**src/rtl/alu_out_uart_tracer_pkg.sv**
```systemverilog
// Shared FSM state type and UART framing constants for the ALU-result tracer.
package tracer_pkg;
  typedef enum logic [1:0] {IDLE, START, DATA, STOP} tracer_state_t;

  localparam int   UART_DATA_BITS  = 8;
  localparam logic UART_IDLE_LEVEL = 1'b1;
  localparam int   BIT_IDX_W       = $clog2(UART_DATA_BITS);
endpackage

```
**src/rtl/alu_out_uart_tracer_fifo.sv**
```systemverilog
// Synchronous capture FIFO; full/empty judged on pre-edge count, so a pop never frees a slot for a same-edge push.
// Read data is the combinational head (zero latency); writes at full and reads at empty are ignored.
module trace_fifo #(
  parameter int WIDTH = 8,
  parameter int DEPTH = 8,
  localparam int AW = $clog2(DEPTH),
  localparam int CW = AW + 1
) (
  input  logic             clk,
  input  logic             rst_n,
  input  logic             push,
  input  logic [WIDTH-1:0] push_data,
  input  logic             pop,
  output logic [WIDTH-1:0] pop_data,
  output logic             full,
  output logic             empty,
  output logic [CW-1:0]    count
);
  if (DEPTH < 2 || (DEPTH & (DEPTH - 1)) != 0) begin : g_bad_depth
    $error("trace_fifo: DEPTH must be a power of two >= 2");
  end

  logic [WIDTH-1:0] mem [DEPTH];
  logic [AW-1:0]    wr_ptr;
  logic [AW-1:0]    rd_ptr;
  logic             wr_en;
  logic             rd_en;

  assign full     = (count == CW'(DEPTH));
  assign empty    = (count == '0);
  assign wr_en    = push && !full;
  assign rd_en    = pop && !empty;
  assign pop_data = mem[rd_ptr];

  // Pointers are exactly AW bits wide, so they wrap modulo DEPTH for free.
  always_ff @(posedge clk or negedge rst_n) begin
    if (!rst_n) begin
      wr_ptr <= '0;
      rd_ptr <= '0;
      count  <= '0;
    end else begin
      if (wr_en) wr_ptr <= wr_ptr + 1'b1;
      if (rd_en) rd_ptr <= rd_ptr + 1'b1;
      case ({wr_en, rd_en})
        2'b10:   count <= count + 1'b1;
        2'b01:   count <= count - 1'b1;
        default: count <= count;
      endcase
    end
  end

  always_ff @(posedge clk) begin
    if (wr_en) mem[wr_ptr] <= push_data;
  end
endmodule

```
**src/rtl/alu_out_uart_tracer.sv**
```systemverilog
// Captures ALU results into a FIFO and serialises them as UART 8N1; push-to-start latency 1 cycle, frame 10*CLKS_PER_BIT+1.
// No backpressure: pushes at full are dropped and flag sticky overflow. ALU_TRACER_DEDUP_EN suppresses repeated values.
module alu_out_uart_tracer
  import tracer_pkg::*;
#(
  parameter int CLKS_PER_BIT = 16,
  parameter int FIFO_DEPTH   = 8
) (
  input  logic                        clk,
  input  logic                        rst_n,
  input  logic [7:0]                  data_in,
  input  logic                        data_valid,
  output logic                        tx,
  output logic                        busy,
  output logic                        overflow,
  output logic [$clog2(FIFO_DEPTH):0] fifo_count
);
  if (CLKS_PER_BIT < 2) begin : g_bad_cpb
    $error("alu_out_uart_tracer: CLKS_PER_BIT must be >= 2");
  end

  localparam int                   BAUD_W    = (CLKS_PER_BIT > 1) ? $clog2(CLKS_PER_BIT) : 1;
  localparam logic [BAUD_W-1:0]    BAUD_LAST = BAUD_W'(CLKS_PER_BIT - 1);
  localparam logic [BIT_IDX_W-1:0] BIT_LAST  = BIT_IDX_W'(UART_DATA_BITS - 1);

  tracer_state_t                state, state_nxt;
  logic [BAUD_W-1:0]            baud_cnt, baud_nxt;
  logic [BIT_IDX_W-1:0]         bit_idx, bit_nxt;
  logic [UART_DATA_BITS-1:0]    shreg, shreg_nxt;
  logic                         baud_done;

  logic                         push_req;
  logic                         pop;
  logic                         fifo_full;
  logic                         fifo_empty;
  logic [7:0]                   head;

`ifdef ALU_TRACER_DEDUP_EN
  logic [7:0] last_val;
  logic       last_vld;

  assign push_req = data_valid && !(last_vld && (data_in == last_val));

  // Only values actually written count as "accepted"; drops at full leave the compare value alone.
  always_ff @(posedge clk or negedge rst_n) begin
    if (!rst_n) begin
      last_val <= 8'h00;
      last_vld <= 1'b0;
    end else if (push_req && !fifo_full) begin
      last_val <= data_in;
      last_vld <= 1'b1;
    end
  end
`else
  assign push_req = data_valid;
`endif

  trace_fifo #(
    .WIDTH (8),
    .DEPTH (FIFO_DEPTH)
  ) u_fifo (
    .clk       (clk),
    .rst_n     (rst_n),
    .push      (push_req),
    .push_data (data_in),
    .pop       (pop),
    .pop_data  (head),
    .full      (fifo_full),
    .empty     (fifo_empty),
    .count     (fifo_count)
  );

  always_ff @(posedge clk or negedge rst_n) begin
    if (!rst_n) begin
      overflow <= 1'b0;
    end else if (push_req && fifo_full) begin
      overflow <= 1'b1;
    end
  end

  always_ff @(posedge clk or negedge rst_n) begin
    if (!rst_n) begin
      state    <= IDLE;
      baud_cnt <= '0;
      bit_idx  <= '0;
      shreg    <= '0;
    end else begin
      state    <= state_nxt;
      baud_cnt <= baud_nxt;
      bit_idx  <= bit_nxt;
      shreg    <= shreg_nxt;
    end
  end

  assign baud_done = (baud_cnt == BAUD_LAST);

  // tx is decoded purely from registered state, so reset forces it high asynchronously.
  always_comb begin
    state_nxt = state;
    baud_nxt  = baud_cnt;
    bit_nxt   = bit_idx;
    shreg_nxt = shreg;
    pop       = 1'b0;
    tx        = UART_IDLE_LEVEL;
    if (state != IDLE) begin
      baud_nxt = baud_done ? '0 : baud_cnt + 1'b1;
    end
    unique case (state)
      IDLE: begin
        if (!fifo_empty) begin
          pop       = 1'b1;
          shreg_nxt = head;
          state_nxt = START;
        end
      end
      START: begin
        tx = 1'b0;
        if (baud_done) state_nxt = DATA;
      end
      DATA: begin
        tx = shreg[0];
        if (baud_done) begin
          shreg_nxt = shreg >> 1;
          if (bit_idx == BIT_LAST) begin
            bit_nxt   = '0;
            state_nxt = STOP;
          end else begin
            bit_nxt = bit_idx + 1'b1;
          end
        end
      end
      STOP: begin
        tx = UART_IDLE_LEVEL;
        if (baud_done) state_nxt = IDLE;
      end
      default: state_nxt = IDLE;
    endcase
  end

  assign busy = (state != IDLE) || !fifo_empty;
endmodule
```
**config.mk**
```make
export PLATFORM = sky130hd
export DESIGN_NAME = alu_out_uart_tracer
export DESIGN_NICKNAME = d
export VERILOG_FILES = /design/src/rtl/alu_out_uart_tracer_pkg.sv /design/src/rtl/alu_out_uart_tracer_fifo.sv /design/src/rtl/alu_out_uart_tracer.sv
export SDC_FILE = /design/constraint.sdc
export NUM_CORES = 1
export LEC_CHECK = 0
export CAP_MARGIN = 15
export CORE_ASPECT_RATIO = 0.6
export CORE_UTILIZATION = 54
export DETAILED_ROUTE_END_ITERATION = 8
export MAX_ROUTING_LAYER = met4
export PLACE_DENSITY = 0.71
export SYNTH_ARGS = -nofsm -noshare
export SYNTH_HDL_FRONTEND = slang
export SYNTH_SLANG_ARGS = --single-unit
```
**constraint.sdc**
```tcl
create_clock -name clk -period 2.3 [get_ports clk]
set_input_delay 0.69 -clock clk [delete_from_list [all_inputs] [get_ports clk]]
set_output_delay 0.69 -clock clk [all_outputs]
set_load 0.05 [all_outputs]
```
==> results of run 1 <==
==> cell usage after synthesis, drive strengths merged <==
library cell  count
a21boi            1
a21o              2
a21oi             4
a22oi             1
a311o             1
a31o              1
a31oi             1
buf               7
clkbuf            2
dfrtp            28
edfxtp           64
ha               13
inv              12
mux2              6
mux2i             9
mux4             15
nand2            15
nand2b            8
nand3             7
nand4             1
nor2             10
nor2b             1
nor3              4
nor3b             2
nor4              1
nor4bb            1
o21ai             5
o221ai            6
o22ai             3
o31ai             1
or2               2
xnor2             5
xor2              4
==> through the flow <==
step	setup WS [ps]	hold WS, ps	total power, mW	cells	TNS, ps
floorplan	1.95	394	4.18	243	0
global placement	-222	456	4.85	360	-441
detailed placement	-257	459	4.90	360	-783
CTS	52.9	477	6.55	376	0
global route	2.12	513	6.89	376	0
finish	71.8	475	6.50	376	0
==> final timing paths <==
check                                startpoint              end  slack, ps  depth (start not counted)
max in group asynchronous                 rst_n  u_fifo.count[2]       1280                          2
min in group asynchronous                 rst_n         overflow        730                          2
worst max-delay path            u_fifo.count[0]             busy         70                          4
worst max register to register         state[1]  u_fifo.count[2]        240                         10
worst min register to register         overflow         overflow        470                          1
worst min-delay path                   overflow         overflow        470                          1
==> metal layers <==
metal,share of wire,vias to the layer above
met5,0,-
met3,0.069,5
met2,0.41,51
met4,0.0053,0
met1,0.51,993
li1,-,1006
==> state kept, by name, indices dropped and copies added (netlist names) <==
register and cells:
state 2, shreg 8, baud_cnt 4, bit_idx 3, overflow 1, u_fifo.mem 64
u_fifo.count 4, u_fifo.rd_ptr 3, u_fifo.wr_ptr 3
==> final cells by class <==
cell class                      instances  area, um2  area share
Inverter                               12       45.0     0.00965
Clock buffer                           10        229      0.0490
Sequential cell                        92       2630       0.563
Multi-Input combinational cell        130       1210       0.259
Clock inverter                          6        111      0.0239
Tap cell                               87        109      0.0233
Timing Repair Buffer                   39        335      0.0718
==> power groups by stage <==
stage               sequential, mW  combinational, mW  clock, mW
floorplan                     2.60               1.58          0
global placement              2.58               2.28          0
detailed placement            2.58               2.32          0
CTS                           2.56               2.32       1.67
global route                  2.62               2.52       1.75
finish                        2.56               2.30       1.64
==> cell families after synthesis <==
family | count (synthesis)
AND/OR/NAND/NOR | 52
buffers and inverters | 21
AO/OA/AOI/OAI | 26
XOR/XNOR | 9
multiplexers | 30
adder cells (fa/ha/maj) | 13
flip-flops | 92
==> repair_timing <==
item / 4_1_cts / 5_1_grt
endpoints found under the setup margin: 2 / 1
hold buffers: 0 / 0
gates resized for setup: 2 / 1
==> reports/metrics.yaml, run 1 <==
clk_pin_slew_ps: 60
worstPathRequired_ps: 1610
cts_tree: "yes"
synth-compound-area-share: 0.0469
hpwl_um: 4420
grt_use_total: 0.206
start_kind: "register"
die-height_um: 68.0
yosys.area_share.simple: 0.0689
critPathMostFrequentCell: "buf_4"
pwr-share-seq: 0.394
arrival_ps: 1540
synth.distinct_cells: 39
power.density_nw_per_um2: 1390
p_sw_frac: 0.327
firstDrtPassIters: 6
maxCapViolCount: 0
final_common_cell: "edfxtp_1"
yosysSeqAreaShare: 0.669
fmax_mhz: 449
yosys_warnings: 0
grt_pass1_wl_um: 10800
slew_viol_final: 0
post-cts-setup-buffer-count: 0
layout-drive-gt1-share: 0.228
status: "finished, violations left"
p_leak_nw: 1.80
die_w_um: 112
antenna_left: 0
wl_per_cell_um: 17.7
io_buffer_count: 17
final_cell_mix: "edfxtp_1, buf_4, dfrtp_1, nand2_1"
synthTopCellsByArea: "edfxtp_1, dfrtp_1, mux4_2"
drc: 1
use_met3: 0.0523
pin_count: 18
grt_overflow_total: 0
antenna_found_initial: 0
power_frac_comb: 0.354
dr_total_vias: 2055
crit_chain: "nor4_4 -> buf_4 -> nand2_1 -> buf_4"
syn_area_um2: 3920
use_met1: 0.309
worstHoldPathType: "register to register"
nets: 308
post-route-period-util: 0.969
fin_area_um2: 4670
clock_skew_ps: 4.68
syn-num-nets: 267
peakVddDrop_mv: 0.861
crit_buf_inv: 2
hold_viol: 0
rsz0062_at_grt: "no"
grt_pass1_vias: 1990
cts_max_level: 3
antenna_cells: 0
coreArea_um2: 6850
cpPeakStageDelay_ps: 470
wl_um: 6650
synth_seq_cells: 92
slowest_stage: "dfrtp_2"
grt_start_max_net_pins: 29
fillers: 478
post-route-min-period_ps: 2230
crit_fanout: 7
synth-xor-area-share: 0.0201
rows: 23
dieArea_um2: 7620
cts_buffers: 9
yosys.area.top_type: "edfxtp_1"
synthAdderAreaFrac: 0.0415
p_int_mw: 4.37
dpl_cell_area_um2: 4320
cp_top_family: "flip-flops"
worstMarginPinSlew_ps: 637
synth_top_area_frac: 0.490
final_util: 0.682
cts-root-buf: "clkbuf_16"
start_util: 0.572
clkLatencyLatePin_ps: 330
synthMuxAreaShare: 0.128
cts_buffer_depth: 2
use_met2: 0.276
vias_per_cell: 5.47
busiest_layer: "met1"
area_delta_synth_final_pct: 19.1
drt_iter0_markers: 118
switching_power_mw: 2.13
p_clk_frac: 0.253
syn_avg_cell_area_um2: 16.1
critPathCaptureType: "output pin"
violations: "DRC"
place_congestion: 0.752
clock-sinks: 92
synthCells: 243
maxSlewHeadroom: 0.575
synth_top_family_by_area: "multiplexers"
critPathKind: "register to output pin"
finalSetupViolCount: 0
Note: power is estimated with default switching activity, not from simulation.
==> inputs of run 2 (changes only) <==
--- a/config.mk
+++ b/config.mk
@@ -5,12 +5,13 @@
 export SDC_FILE = /design/constraint.sdc
 export NUM_CORES = 1
 export LEC_CHECK = 0
-export CAP_MARGIN = 15
+export CAP_MARGIN = 20
 export CORE_ASPECT_RATIO = 0.6
 export CORE_UTILIZATION = 54
 export DETAILED_ROUTE_END_ITERATION = 8
 export MAX_ROUTING_LAYER = met4
 export PLACE_DENSITY = 0.71
+export SLEW_MARGIN = 20
 export SYNTH_ARGS = -nofsm -noshare
 export SYNTH_HDL_FRONTEND = slang
 export SYNTH_SLANG_ARGS = --single-unit
==> results of run 2 <==
Same layout as run 1: the final DEF is identical, and so are final timing and power.
